**src/rtl/regfile_dump_if.sv**
```systemverilog
// regfile_dump_if: valid/ready word stream carrying dumped register values.
// The master drives each word with its index; the slave returns dump_ready.
interface regfile_dump_if #(
  parameter int DATA_W = 32,
  parameter int ADDR_W = 5
);
  logic              dump_valid;
  logic              dump_ready;
  logic [ADDR_W-1:0] dump_index;
  logic [DATA_W-1:0] dump_data;
  logic              dump_last;

  modport master (
    output dump_valid,
    output dump_index,
    output dump_data,
    output dump_last,
    input  dump_ready
  );

  modport slave (
    input  dump_valid,
    input  dump_index,
    input  dump_data,
    input  dump_last,
    output dump_ready
  );
endinterface

```
**src/rtl/regfile_dump.sv**
```systemverilog
// regfile_dump: walks a register range through one read port and streams each value.
// Define REGFILE_DUMP_CKSUM_EN to append a modulo-2^32 checksum word after the range.
module regfile_dump #(
  parameter int DATA_W = 32,
  parameter int ADDR_W = 5
) (
  input  logic              clk,
  input  logic              rst,
  input  logic              start,
  input  logic [ADDR_W-1:0] first_reg,
  input  logic [ADDR_W-1:0] last_reg,
  output logic [ADDR_W-1:0] ReadRegister,
  input  logic [DATA_W-1:0] ReadData,
  regfile_dump_if.master    dump,
  output logic              busy,
  output logic              done
);
  localparam logic [2:0] IDLE  = 3'd0;
  localparam logic [2:0] READ  = 3'd1;
  localparam logic [2:0] SEND  = 3'd2;
`ifdef REGFILE_DUMP_CKSUM_EN
  localparam logic [2:0] CKSUM = 3'd3;
`endif
  localparam logic [2:0] DONE  = 3'd4;

  logic [2:0]        state;
  logic [ADDR_W-1:0] ptr;
  logic [ADDR_W-1:0] lastReg;
  logic [ADDR_W-1:0] indexReg;
  logic [DATA_W-1:0] dataReg;
  logic              validReg;
  logic              lastFlag;
  logic              busyReg;
  logic              doneReg;
`ifdef REGFILE_DUMP_CKSUM_EN
  logic [DATA_W-1:0] sum;
`endif

  logic handshake;
  logic atLast;

  assign handshake = validReg && dump.dump_ready;
  assign atLast    = (ptr == lastReg);

  assign ReadRegister    = (state == IDLE) ? '0 : ptr;
  assign dump.dump_valid = validReg;
  assign dump.dump_index = indexReg;
  assign dump.dump_data  = dataReg;
  assign dump.dump_last  = lastFlag;
  assign busy            = busyReg;
  assign done            = doneReg;

  always_ff @(posedge clk or negedge rst) begin
    if (!rst) begin
      state    <= IDLE;
      ptr      <= '0;
      lastReg  <= '0;
      indexReg <= '0;
      dataReg  <= '0;
      validReg <= 1'b0;
      lastFlag <= 1'b0;
      busyReg  <= 1'b0;
      doneReg  <= 1'b0;
`ifdef REGFILE_DUMP_CKSUM_EN
      sum      <= '0;
`endif
    end else begin
      doneReg <= 1'b0;
      case (state)
        IDLE: begin
          if (start) begin
            ptr     <= first_reg;
            lastReg <= last_reg;
            busyReg <= 1'b1;
`ifdef REGFILE_DUMP_CKSUM_EN
            sum     <= '0;
`endif
            state   <= READ;
          end
        end

        READ: begin
          dataReg  <= ReadData;
          indexReg <= ptr;
          validReg <= 1'b1;
`ifdef REGFILE_DUMP_CKSUM_EN
          lastFlag <= 1'b0;
`else
          lastFlag <= atLast;
`endif
          state    <= SEND;
        end

        SEND: begin
          if (handshake) begin
`ifdef REGFILE_DUMP_CKSUM_EN
            sum <= sum + dataReg;
`endif
            if (!atLast) begin
              ptr      <= ptr + 1'b1;
              validReg <= 1'b0;
              state    <= READ;
            end else begin
`ifdef REGFILE_DUMP_CKSUM_EN
              // Checksum word includes the register word just accepted.
              dataReg  <= sum + dataReg;
              indexReg <= lastReg;
              lastFlag <= 1'b1;
              state    <= CKSUM;
`else
              validReg <= 1'b0;
              lastFlag <= 1'b0;
              busyReg  <= 1'b0;
              doneReg  <= 1'b1;
              state    <= DONE;
`endif
            end
          end
        end

`ifdef REGFILE_DUMP_CKSUM_EN
        CKSUM: begin
          if (handshake) begin
            validReg <= 1'b0;
            lastFlag <= 1'b0;
            busyReg  <= 1'b0;
            doneReg  <= 1'b1;
            state    <= DONE;
          end
        end
`endif

        DONE: begin
          state <= IDLE;
        end

        default: begin
          validReg <= 1'b0;
          lastFlag <= 1'b0;
          busyReg  <= 1'b0;
          state    <= IDLE;
        end
      endcase
    end
  end
endmodule

```
**src/flat_wrapper.sv**
```systemverilog
// flat-port wrapper written by rule: the top's interface ports become plain ports
module regfile_dump_flat 
#(
  parameter int DATA_W = 32,
  parameter int ADDR_W = 5
)
  (clk, rst, start, first_reg, last_reg, ReadRegister, ReadData, busy, done, dump_dump_valid, dump_dump_index, dump_dump_data, dump_dump_last, dump_dump_ready);
  regfile_dump_if #(.DATA_W(DATA_W), .ADDR_W(ADDR_W)) dump_i ();
  input  logic clk;
  input  logic rst;
  input  logic start;
  input  logic [ADDR_W-1:0] first_reg;
  input  logic [ADDR_W-1:0] last_reg;
  output logic [ADDR_W-1:0] ReadRegister;
  input  logic [DATA_W-1:0] ReadData;
  output logic busy;
  output logic done;
  output wire logic [$bits(dump_i.dump_valid)-1:0] dump_dump_valid;
  output wire logic [$bits(dump_i.dump_index)-1:0] dump_dump_index;
  output wire logic [$bits(dump_i.dump_data)-1:0] dump_dump_data;
  output wire logic [$bits(dump_i.dump_last)-1:0] dump_dump_last;
  input wire logic [$bits(dump_i.dump_ready)-1:0] dump_dump_ready;
  assign dump_dump_valid = dump_i.dump_valid;
  assign dump_dump_index = dump_i.dump_index;
  assign dump_dump_data = dump_i.dump_data;
  assign dump_dump_last = dump_i.dump_last;
  assign dump_i.dump_ready = dump_dump_ready;
  regfile_dump #(.DATA_W(DATA_W), .ADDR_W(ADDR_W)) u_core (.clk(clk), .rst(rst), .start(start), .first_reg(first_reg), .last_reg(last_reg), .ReadRegister(ReadRegister), .ReadData(ReadData), .dump(dump_i), .busy(busy), .done(done));
endmodule
```
**config.mk**
```make
export PLATFORM = sky130hd
export DESIGN_NAME = regfile_dump_flat
export DESIGN_NICKNAME = d
export VERILOG_FILES = /design/src/rtl/regfile_dump_if.sv /design/src/rtl/regfile_dump.sv /design/src/flat_wrapper.sv
export SDC_FILE = /design/constraint.sdc
export NUM_CORES = 1
export LEC_CHECK = 0
export CAP_MARGIN = 10
export CORE_MARGIN = 2
export CORE_UTILIZATION = 40
export DETAILED_ROUTE_END_ITERATION = 7
export PLACE_DENSITY = 0.83
export SYNTH_ARGS = -nofsm -noshare
export SYNTH_HDL_FRONTEND = slang
export SYNTH_SLANG_ARGS = --single-unit
```
**constraint.sdc**
```tcl
create_clock -name clk -period 3.8 [get_ports clk]
set_input_delay 0.57 -clock clk [delete_from_list [all_inputs] [get_ports clk]]
set_output_delay 0.57 -clock clk [all_outputs]
set_load 0.01 [all_outputs]
```
# == Word level (Yosys, flattened, before mapping) ==
# Cells that the tools add are included.
# classes
reduce_logical,11
n_eq_ne,8
add_sub_neg,1
bitwise_logic,2
mux,19
# op_table
operator,n
$mux 5,4
$pmux 5 s2,1
$mux 3,3
$pmux 1 s3,3
$pmux 3 s3,1
$reduce_and 4->1,2
$mux 1,7
$reduce_and 2->1,3
$add 5x1->5 const B,1
$eq 5x5->1,1
$ne 2x1->1 const B,2
$ne 2x2->1 const B,2
$reduce_or 2->1,2
$eq 3x1->1 const B,1
$eq 3x2->1 const B,1
$eq 3x3->1 const B,1
$logic_not 3->1,1
$reduce_and 3->1,1
$not 1->1,2
$reduce_bool 2->1,1
$logic_and 1x1->1,1
# totals
output_inout_bits,46
word_cells,50
reg_bits,54

# == Longest topological paths before layout ==
# Gate-level depths: netlist (run 1).
# logic_depth
depth_word,4
depth_mapped,7
depth_no_buf,5

# == Worst setup path before layout (run 1) ==
# No wires, ideal clock.
# synth_timing
path_type,flip-flop to flip-flop
start,register u_core.state[1]
end,"register u_core.dataReg[0], in the netlist u_core.dump.dump_data[0]"
path_buffers,3
period_less_slack_ps,1529
required_time_ps,3675
stages_incl_launch_ff,6
slack_ps,2271
t_arrival_ps,1404
cell_sequence,dfrtp_1 -> buf_2 -> nor3_2 -> buf_4 -> buf_4 -> mux2_2
# synth_via
elab_chain_len,1
# synth_lines
element,line_no,text
from (decl),regfile_dump.sv:26,logic [2:0] state;
from (signal assigned),regfile_dump.sv:55,state <= IDLE;
from (signal assigned),regfile_dump.sv:78,state <= READ;
from (signal assigned),regfile_dump.sv:91,state <= SEND;
$eq 3x1->1,regfile_dump.sv:69,case (state)
to (signal assigned),regfile_dump.sv:83,dataReg <= ReadData;
to (decl),regfile_dump.sv:30,logic [DATA_W-1:0] dataReg;
# No other way between the ends.
# A chain may end at the register's enable or synchronous reset.

# == Final worst setup path (run 1) ==
# layout_timing
start,register u_core.state[1]
end,output ReadRegister[1]
# layout_via
elab_chain_len,2
# layout_lines
element,line_no,text
$logic_not 3->1,regfile_dump.sv:45,assign ReadRegister = (state == IDLE) ? '0 : ptr;
$mux 5,regfile_dump.sv:45,
to (decl),flat_wrapper.sv:14,output logic [ADDR_W-1:0] ReadRegister;
# No other way between the ends.

==> impl_metrics.json, run 1 <==
{
  "syn_inst": 169,
  "initialDrtViolationCount": 57,
  "antenna_found_initial": 0,
  "worstSetupStartpointType": "register",
  "endpoint_kind": "output pin",
  "synth_cell_types": 34,
  "cts.htree.levels": 2,
  "cp_cell_sequence": "nor3_2, nor2b_1, clkdlybuf4s50_1",
  "std_cell_rows": 27,
  "grt_pass1_wl_um": 8300,
  "syn_area_per_cell_um2": 13.73,
  "synth_largest_area_cell": "dfrtp_1",
  "via_count": 1687,
  "tightest_slew_ns": 0.9532,
  "cts_setup_buffers": 0,
  "syn_to_final_growth_pct": 45.95,
  "synth_area_um2": 2320,
  "drt-vias-per-instance": 5.036,
  "core_um2": 5540,
  "crit_fanout": 13,
  "io_pins": 92,
  "grt_max_degree": 31,
  "clk_path_buf_depth": 2,
  "slew_viol_final": 0,
  "rsz0062_at_grt": "false",
  "yosysSeqAreaShare": 0.5825,
  "ys_warn_count": 0,
  "nets": 309,
  "worstPathRequired_ns": 3.23,
  "gr-total-overflow": 0,
  "drc": 0,
  "period_share": 0.6476,
  "cts_buffers": 5,
  "gp_routability_congestion": 0.8027,
  "leakage_nw": 1.362,
  "clkTransAtPathRegs_ns": 0.09,
  "cts_hold_buffers": 0,
  "drive_gt1_frac": 0.2395,
  "dieArea_um2": 6425,
  "critical-path-max-stage-delay_ns": 0.57,
  "wl_um": 5110,
  "synth_area_leaders": "dfrtp_1, mux2_2, xor2_1",
  "ant_nets": 0,
  "ys_ff_latch": 54,
  "final_cells": 335,
  "grt_pass1_vias": 1777,
  "numPortBuffers": 91,
  "post_cts_resized": 0,
  "clock_latency_ns": 0.30,
  "timing.setup.tns_ns": 0,
  "clock-root-buffer": "clkbuf_8",
  "setup_viol": 0,
  "place_hpwl_um": 3806,
  "fillers": 471,
  "slew_headroom": 0.3625,
  "dp_cells": 327,
  "cp.arrival_ns": 1.89,
  "fin_skew_ns": 0.009439,
  "outcome": "finished, final reports clean",
  "final_core_util": 0.6111,
  "wire_per_inst_um": 15.25,
  "min_path_type": "input pin to asynchronous set/reset pin",
  "hold_viol": 0,
  "syn_nets": 216,
  "antenna_cells": 0,
  "clock.fmax_mhz": 406.4,
  "cts_tree": "yes",
  "finalCriticalPeriod_ns": 2.461,
  "ir_worst_vdd_v": 0.0004264,
  "firstDrtPassIters": 4,
  "clock_sinks": 54,
  "synth_top_area_frac": 0.5825,
  "floorplan.initialDensity": 0.4187,
  "track_usage": 0.1649,
  "fp.dieW_um": 80.16,
  "drv_cap": 0,
  "crit_slowest_cell": "dfrtp_1",
  "crit_type": "register to output pin",
  "power_density_nw_per_um2": 851.2,
  "chipHeight_um": 80.16
}
metrics by stage:
stage          worst slack [ns]  total power, mW  instance area (µm²)  hold WS, ns
2_1_floorplan             2.271            1.868                 2320       0.2744
3_3_place_gp              1.463            2.534                 3294       0.4882
3_5_place_dp              1.401            2.582                 3294       0.4945
4_1_cts                   1.323            2.913                 3386       0.2615
5_1_grt                   1.190            3.070                 3386       0.2890
6_report                  1.339            2.882                 3386       0.2485
area by class of cell:
| type | instances | area, µm² | share of cell area |
|---|---|---|---|
| inverters | 2 | 7.507 | 0.002217 |
| well taps | 72 | 90.09 | 0.02661 |
| clock buffers | 7 | 86.33 | 0.02550 |
| flip-flops and latches | 54 | 1351 | 0.3991 |
| clock inverters | 1 | 5.005 | 0.001478 |
| repair buffers | 93 | 933.4 | 0.2757 |
| multi-input cells | 106 | 912.1 | 0.2694 |
power by group:
part	total, mW	leakage (nW)	internal (mW)	switching, mW
clock network	0.322	0.0482	0.147	0.175
registers	1.08	0.636	0.862	0.221
logic	1.48	0.678	0.882	0.595
path summary, 6_finish.rpt:
path	start	to	slack, ns	cells past startpoint
min	rst	u_core.state[2]	0.25	1
max	u_core.state[1]	ReadRegister[1]	1.34	3
max in group asynchronous	rst	u_core.dump.dump_data[12]	2.76	2
min in group clk	u_core.dump.dump_data[8]	u_core.dump.dump_data[8]	0.51	1
min reg2reg	u_core.dump.dump_data[8]	u_core.dump.dump_data[8]	0.51	1
max reg2reg	u_core.state[0]	u_core.dump.dump_data[13]	1.58	4
synth_stat cells, drive strengths merged:
master,count
a2bb2oi,1
o22ai,1
nor3,5
or2,1
a21oi,7
xor2,5
nand3,3
nand2b,1
inv,2
nor3b,1
mux2i,1
nor2,7
a32oi,1
ha,1
buf,7
nor2b,5
o21ai,3
a21o,1
a31oi,2
o311ai,1
mux2,42
dfrtp,54
a211oi,1
o211ai,1
o2111ai,1
o2bb2ai,2
a221oi,1
nand2,11
critical path, delay by kind of cell (launching register included):
kind / cells / cell delay (ns)
DFF: 1 / 0.57
and+or+nand+nor: 2 / 0.53
buffers and inverters: 1 / 0.49
cells by family (layout without fill, tap and decap cells):
group,after synthesis,after routing,synth area share
flip-flops,54,54,0.5825
multiplexers,43,43,0.2082
adder cells (fa/ha/maj),1,1,0.005393
AND/OR/NAND/NOR,34,34,0.07876
AO/OA/AOI/OAI,23,23,0.07930
XOR/XNOR,5,5,0.01888
buffers and inverters,9,103,0.02697
cells in the final DEF, fill, tap and decap left out, types with 3 or more instances in the layout:
master / count
o21ai_0: 3
clkbuf_8: 6
nor2b_1: 5
clkdlybuf4s50_1: 90
dfrtp_1: 54
a21oi_2: 3
nand2_1: 10
xor2_1: 5
nor3_1: 3
a21oi_1: 4
nand3_1: 3
mux2_2: 42
nor2_1: 7
layer usage:
metal / GRT usage / vias to the layer above / part of all wire
met5: 0 / - / 0
met4: 0.04576 / 0 / 0.013
met2: 0.2725 / 73 / 0.48
met1: 0.2044 / 823 / 0.41
met3: 0.05843 / 8 / 0.093
li1: - / 783 / -
registers in the layout, summed over array words and instances, names as in the netlist:
register	flops
u_core.dump.dump_data	32
u_core.ptr	5
u_core.dump.dump_index	5
u_core.state	3
u_core.busy	1
u_core.dump.dump_last	1
u_core.done	1
u_core.lastReg	5
u_core.dump.dump_valid	1
Power figures use the tool's default switching activity.
==> run 2, diff against run 1 <==
- CORE_UTILIZATION: 40 -> 39
- PLACE_DENSITY: 0.83 -> 0.84
- clock period: 3.8 -> 2.1 ns (I/O delays scaled with it)
==> impl_metrics.json, run 2 (synthesis results as in run 1) <==
{
  "layout.cells.most_common_list": "clkdlybuf4s50_1, dfrtp_1, mux2_2",
  "crit_type": "register to output pin",
  "fp.dieW_um": 81.13,
  "gp_routability_congestion": 0.8983,
  "setup_viol": 0,
  "r2r_slack_ns": 0.35,
  "power_density_nw_per_um2": 1539,
  "slew_headroom": 0.5729,
  "drive_gt1_frac": 0.2677,
  "p_total_mw": 5.310,
  "cp-startpoint": "u_core.state[0]",
  "clkTransAtPathRegs_ns": 0.09,
  "crit_slowest_cell": "dfrtp_1",
  "hold_viol": 0,
  "track_usage": 0.1597,
  "clock-root-buffer": "clkbuf_8",
  "clock_latency_ns": 0.30,
  "grt_max_degree": 39,
  "r2r_end": "u_core.ptr[1]",
  "nets": 317,
  "io_pins": 92,
  "critical-path-max-stage-delay_ns": 0.48,
  "firstDrtPassIters": 4,
  "floorplan.initialDensity": 0.3965,
  "grt_pass1_vias": 1613,
  "place_hpwl_um": 3813,
  "final_common_cell": "clkdlybuf4s50_1",
  "drc": 0,
  "reg2reg_from": "u_core.state[2]",
  "grt_pass1_wl_um": 8045,
  "worstSetupStartpointType": "register",
  "drt-vias-per-instance": 5.044,
  "clock.fmax_mhz": 511.1,
  "critPathTopFamily": "flip-flops",
  "slew_viol_final": 0,
  "tightest_slew_ns": 0.6407,
  "worst-path-stages": 3,
  "min_path_type": "input pin to asynchronous set/reset pin",
  "clock_sinks": 54,
  "drv_cap": 0,
  "antenna_found_initial": 0,
  "crit_fanout": 6,
  "cts_tree": "yes",
  "initialDrtViolationCount": 81,
  "rsz0062_at_grt": "false",
  "ir_worst_vdd_v": 0.0007033,
  "antenna_cells": 0,
  "via_count": 1735,
  "outcome": "finished, final reports clean",
  "syn_to_final_growth_pct": 48.71,
  "cts.htree.levels": 2,
  "largest_reg_flops": 32,
  "wl_um": 5185,
  "cp-endpoint": "ReadRegister[1]",
  "endpoint_kind": "output pin",
  "ant_nets": 0,
  "gr-total-overflow": 0,
  "core_um2": 5851,
  "r2r_cells": 6,
  "period_share": 0.9317,
  "dieArea_um2": 6581,
  "leakage_nw": 1.394,
  "numPortBuffers": 91,
  "fillers": 495,
  "timing.setup.tns_ns": 0,
  "cts_buffers": 5,
  "std_cell_rows": 28,
  "cp.arrival_ns": 1.64,
  "finalCriticalPeriod_ns": 1.957,
  "worst-path-buf-inv": 1,
  "wire_per_inst_um": 15.07,
  "fin_skew_ns": 0.007978,
  "chipHeight_um": 81.13,
  "clk_path_buf_depth": 2,
  "worstPathRequired_ns": 1.78,
  "cp_cell_sequence": "nor3_4, nor2b_1, clkdlybuf4s50_1"
}
run 2: cell count changes in the layout (fill, tap and decap cells not counted):
cell      change
nor3_2        -1
nor3_4        +1
buf_4         +8
clkinv_2      -1
dfrtp_1       -2
clkbuf_1      -1
dfrtp_2       +2
run 2: layer usage:
layer,GRT usage,share of wire,vias to the layer above
met2,0.2537,0.48,74
li1,-,-,803
met4,0.03051,0.0089,0
met3,0.05889,0.092,5
met5,0,0,-
met1,0.2118,0.42,853
run 2: worst min path at each step:
stage,startpoint,end,slack [ns],cells after the start
after global placement,rst,u_core.dump.dump_data[8],0.37,1
final,rst,u_core.dump.dump_data[5],0.03,1
after detailed placement,rst,u_core.dump.dump_data[8],0.38,1
after CTS,rst,u_core.dump.dump_data[8],0.04,1
after floorplan,rst,u_core.busy,0.02,0
after global routing,rst,u_core.dump.dump_data[8],0.06,1
run 2: metrics by stage:
step	hold slack, ns	cell area (µm²)	setup WS (ns)	cells	utilization
finish	0.02667	3450	0.1435	344	0.5896
global route	0.06305	3450	0.01117	344	0.5896
CTS	0.04435	3433	0.03494	342	0.5868
detailed placement	0.3804	3343	0.2475	336	0.5714
global placement	0.3704	3343	0.3108	336	0.5714
floorplan	0.01941	2320	0.5711	169	-
run 2: cell type report:
| cell class | count | area [µm²] | area share |
|---|---|---|---|
| flip-flops and latches | 54 | 1354 | 0.3925 |
| repair buffers | 101 | 993.5 | 0.2880 |
| multi-input cells | 106 | 918.4 | 0.2662 |
| well taps | 75 | 93.84 | 0.02720 |
| clock buffers | 6 | 82.58 | 0.02394 |
| inverters | 2 | 7.507 | 0.002176 |
run 2: timing repair:
| action | in CTS | in global routing |
|---|---|---|
| gates resized for setup | 2 | 1 |
| pin swaps | 0 | 1 |
| hold buffers | 0 | 0 |
| setup endpoints to repair | 5 | 5 |
| buffers inserted | 0 | 2 |
run 2: report_power, final:
group	internal [mW]	switching (mW)	leakage (nW)
Clock	0.255	0.311	0.0431
Combinational	1.69	1.15	0.718
Sequential	1.56	0.336	0.633
Total	3.51	1.80	1.39
==> patch 1: new RTL, settings of run 2 <==
`ADDR_W` is set to 5 in 3 places; all go to 4.
--- a/src/rtl/regfile_dump_if.sv
+++ b/src/rtl/regfile_dump_if.sv
@@ -3,5 +3,5 @@
 interface regfile_dump_if #(
   parameter int DATA_W = 32,
-  parameter int ADDR_W = 5
+  parameter int ADDR_W = 4
 );
   logic              dump_valid;
--- a/src/rtl/regfile_dump.sv
+++ b/src/rtl/regfile_dump.sv
@@ -3,5 +3,5 @@
 module regfile_dump #(
   parameter int DATA_W = 32,
-  parameter int ADDR_W = 5
+  parameter int ADDR_W = 4
 ) (
   input  logic              clk,
--- a/src/flat_wrapper.sv
+++ b/src/flat_wrapper.sv
@@ -3,5 +3,5 @@
 #(
   parameter int DATA_W = 32,
-  parameter int ADDR_W = 5
+  parameter int ADDR_W = 4
 )
   (clk, rst, start, first_reg, last_reg, ReadRegister, ReadData, busy, done, dump_dump_valid, dump_dump_index, dump_dump_data, dump_dump_last, dump_dump_ready);
Interface: changed (resized ReadRegister, dump_dump_index, first_reg and last_reg); port bits go from 92 to 88. The function was not compared with the original's and may differ.
==> patch 1 against run 2 <==
  * Sequential cell count fell by 3
  * Worst setup slack improved by 0.011 ns
  * Die area fell by 6.0%
  * Sequential power fell by 3%
  * Worst hold slack improved by 0.48 ns
  * Critical path type unchanged
  * Cell area fell by 4.9%
  * Routed wire length fell by 11%
  * Fmax rose by 0.55%
  * Power fell by 5.4%
  * Area after synthesis fell by 6.3%
==> patch 1: results (changes against run 2) <==
outcome:
  status: "finished, final reports clean"
power:
  p_sw_uw: 1620  # -9.9%
  leakage_uw: 0.00133  # -4.3%
  clock_net_power_uw: 649  # +14%
  ir_worst_vdd_uv: 758  # +7.8%
critical_path:
  r2r-start: "u_core.ptr[2]"
  slowest_stage: "dfrtp_2"
  critPathMaxFanout: 10  # +4
synth:
  synth_nets: 200  # -7.4%
  yosysSeqAreaShare_pct: 58.7  # +0.47 points
  netlist_top_cells_count: "51 x dfrtp_1, 42 x mux2_2, 6 x nor2b_1, 6 x o21ai_0"
finish:
  n_all_buffers: 92  # -8.9%
  non_clock_buffer_area_share_pct: 28.4  # -0.41 points
  drive_above_1_share_pct: 24.6  # -2.2 points
  clk_share_pct: 3.13  # +0.73 points
  fillers: 451  # -8.9%
  fin_cells: 320  # -7.0%
  multi_input_cells: 96  # -9.4%
  area_growth_pct: 50.9
  layout.nets: 293  # -7.6%
sta:
  tightest_slew_ns: 0.496  # -0.144 ns
  clock.fmax_mhz: 514  # +0.55%
  holdWs_ns: 0.508  # +0.482 ns
global_routing:
  grt_pass1_wl_microns: 7790  # -3.2%
  grt_pass1_vias: 1667  # +3.3%
place:
  place_hpwl_microns: 3330  # -13%
clock_tree:
  cts_sinks: 51  # -5.6%
drt:
  via_per_inst: 4.99  # -1.1%
  wl_per_cell_microns: 14.4  # -4.3%
-- patch 1: changes by cell type after synthesis, sizes merged, moves of 3 or more --
cell / delta
nor2: -3
o21ai: +3
nor3: -4
a21oi: -4
nand2: -6
dfrtp: -3
-- patch 1: logic make-up after synthesis --
| family | Yosys count | synth area share [%] |
|---|---|---|
| flip-flops | 51 | 58.7 |
| multiplexers | 42 | 21.8 |
| AND/OR/NAND/NOR | 28 | 8.64 |
| AO/OA/AOI/OAI | 21 | 6.85 |
| buffers and inverters | 8 | 1.84 |
| XOR/XNOR | 4 | 1.61 |
| adder cells (fa/ha/maj) | 1 | 0.576 |
-- patch 1: per-layer routing --
| layer | vias to the layer above | wire [microns] | track usage [%] |
|---|---|---|---|
| li1 | 736 | - | - |
| met1 | 813 | 1790 | 19.7 |
| met2 | 44 | 2470 | 27.0 |
| met3 | 4 | 325 | 5.29 |
| met4 | 0 | 37 | 4.74 |
| met5 | - | 0 | 0 |
==> patch 2: new RTL, settings of run 2 <==
Made on the original files. Make the reset (`rst`) synchronous in one clocked block.
--- a/src/rtl/regfile_dump.sv
+++ b/src/rtl/regfile_dump.sv
@@ -51,5 +51,5 @@
   assign done            = doneReg;
 
-  always_ff @(posedge clk or negedge rst) begin
+  always_ff @(posedge clk) begin
     if (!rst) begin
       state    <= IDLE;
Function: differs if rst is asserted again (counterexample within 4 cycles, from zero or initial values and one cycle with rst low); with rst held inactive, the same outputs for 10 cycles.
==> patch 2 against run 2 <==
  * Die area shrank 2.9%
  * Count of clock-buffer cells in the layout grew 1
  * Synthesized cell count grew 62%
  * Area after synthesis shrank 3.0%
  * Highest routed layer unchanged
  * Utilization grew 1.5 points
  * Routed wire length grew 9.2%
  * Largest cell class unchanged
  * Worst setup slack lost 0.031 ns
  * Sequential cell count is the same
  * Cell area shrank 2.9%
Power is not compared: it rests on default switching activity, and its combinational part moved more than twofold at a synthesized area within 25%.
==> patch 2: results (changes against run 2) <==
outcome:
  status: "finished, final reports clean"
clock_tree:
  holdBufCountCts: 0  # unchanged
  root_buffer: "clkbuf_8"
  path_clk_slew_ns: 0.09  # about the same
  clockBufferDepth: 2  # unchanged
  cts_resized: 1  # -1
  post-cts-setup-buffer-count: 0  # unchanged
global_routing:
  track_usage_pct: 18.0  # +2.0 points
  grt_pass1_wl_microns: 9250  # +15%
  antenna_found_initial: 0  # unchanged
  grt_pass1_vias: 2099  # +30%
  grt_max_degree: 43  # +10%
place:
  place_hpwl_microns: 4160  # +9.1%
  port_buffers: 91  # unchanged
  place_area_sq_mm: 0.00324  # -3.0%
  finalWeightedCongestion: 0.868  # -3.4%
critical_path:
  crit_path_start: "u_core.state[0]"
  slowest_stage: "clkdlybuf4s50_1"
  rrSetupSlack_ns: 0.48  # +0.13 ns
  cp.arrival_ns: 1.67  # +0.03 ns
  slowest_delay_ns: 0.52  # +0.04 ns
  cp_top_family: "buffers and inverters"
  crit_end: "ReadRegister[0]"
  r2r-start: "u_core.ptr[0]"
  critPathMaxFanout: 9  # +3
  ff2ff_path_depth: 4  # -2
  r2r_end: "u_core.ptr[0]"
drt:
  drt_first_pass_iters: 4  # unchanged
  wl_per_cell_microns: 13.1  # -13%
  via_count: 2154  # +24%
  initialDrtViolationCount: 82  # +1.2%
synth:
  synth_cell_types: 36  # +5.9%
  synth_nets: 320  # +48%
  netlist_top_cells_count: "84 x nand2_1, 54 x dfxtp_1, 41 x a21oi_1"
  ys_warn_count: 0  # unchanged
  async_flop_share_pct: 0  # -100 points
  yosys-top-cells-area: "dfxtp_1 48%, nand2_1 14%, a21oi_1 9.1%"
  synth_ff_type: "dfxtp_1"
  yosysSeqAreaShare_pct: 48.1  # -10 points
min_path:
  hold_path_class: "register to register"
power:
  ir_worst_vdd_uv: 433
sta:
  fin_skew_ns: 0.00745  # -0.000532 ns
  tightest_slew_ns: 0.460  # -0.181 ns
finish:
  layout.nets: 408  # +29%
  fillers: 524  # +5.9%
  drive_above_1_share_pct: 7.18  # -20 points
patch 2: changes by cell type after synthesis, sizes merged, moves of 7 or more:
| cell | run 2 | this run |
|---|---|---|
| nand2 | 11 | 84 |
| mux2 | 42 | 1 |
| a21oi | 7 | 41 |
| dfrtp | 54 | 0 |
| dfxtp | 0 | 54 |
| nor2 | 7 | 15 |
| clkbuf | 0 | 7 |
| mux2i | 1 | 8 |
patch 2: worst min-delay path: stages, from the launching register on:
cell     delay (ns)
dfxtp_1        0.31
nand2_1        0.05
a21oi_1        0.05
patch 2: worst min path at each step:
| stage | depth (start not counted) | slack [ns] | end | from |
|---|---|---|---|---|
| 3_3_place_gp | 2 | 0.44 | u_core.dump.dump_data[31] | u_core.dump.dump_data[31] |
| 4_1_cts | 2 | 0.46 | u_core.dump.dump_data[15] | u_core.dump.dump_data[15] |
| 5_1_grt | 2 | 0.48 | u_core.dump.dump_data[30] | u_core.dump.dump_data[30] |
| 3_5_place_dp | 2 | 0.45 | u_core.dump.dump_data[15] | u_core.dump.dump_data[15] |
| 2_1_floorplan | 2 | 0.45 | u_core.dump.dump_data[0] | ReadData[0] |
| 6_report | 2 | 0.45 | u_core.dump.dump_data[15] | u_core.dump.dump_data[15] |
patch 2: cell type report:
cell class / instances / area [sq um] / share of cell area (%)
clock inverters: 1 / 30.0 / 0.897
inverters: 4 / 15.0 / 0.448
clock buffers: 7 / 76.3 / 2.28
multi-input cells: 196 / 1050 / 31.4
flip-flops and latches: 54 / 1080 / 32.3
repair buffers: 100 / 1000 / 30.0
well taps: 72 / 90.1 / 2.69
patch 2: cell families after synthesis:
kind of cell / after synthesis / synth area share (%)
compound gates: 58 / 15.6
simple gates: 123 / 24.4
xor+xnor: 5 / 1.95
buf+inv: 23 / 5.28
fa+ha+maj: 1 / 0.556
flops: 54 / 48.1
mux: 9 / 4.23
patch 2: metal layers:
metal | track usage, % | part of all wire, % | up-vias
li1 | - | - | 1077
met1 | 21.4 | 43 | 998
met2 | 31.8 | 47 | 74
met3 | 5.32 | 8.4 | 5
met4 | 4.24 | 0.71 | 0
met5 | 0 | 0 | -
patch 2: power breakdown:
part           internal (uW)  leakage [uW]  switching (uW)
Clock                    357     0.0000524             310
Combinational            377      0.000738             361
Sequential              1120      0.000440            80.4
Total                   1850       0.00123             752
patch 2: stage by stage:
stage | setup WS [ns] | hold slack (ns) | util [%] | power (uW) | std cells
floorplan | 0.621 | 0.451 | - | 1630 | 273
global placement | 0.271 | 0.441 | 58.5 | 1950 | 426
detailed placement | 0.243 | 0.448 | 58.5 | 1960 | 426
CTS | 0.106 | 0.460 | 60.5 | 2640 | 434
global route | 0.0417 | 0.483 | 60.5 | 2760 | 434
finish | 0.113 | 0.454 | 60.5 | 2600 | 434
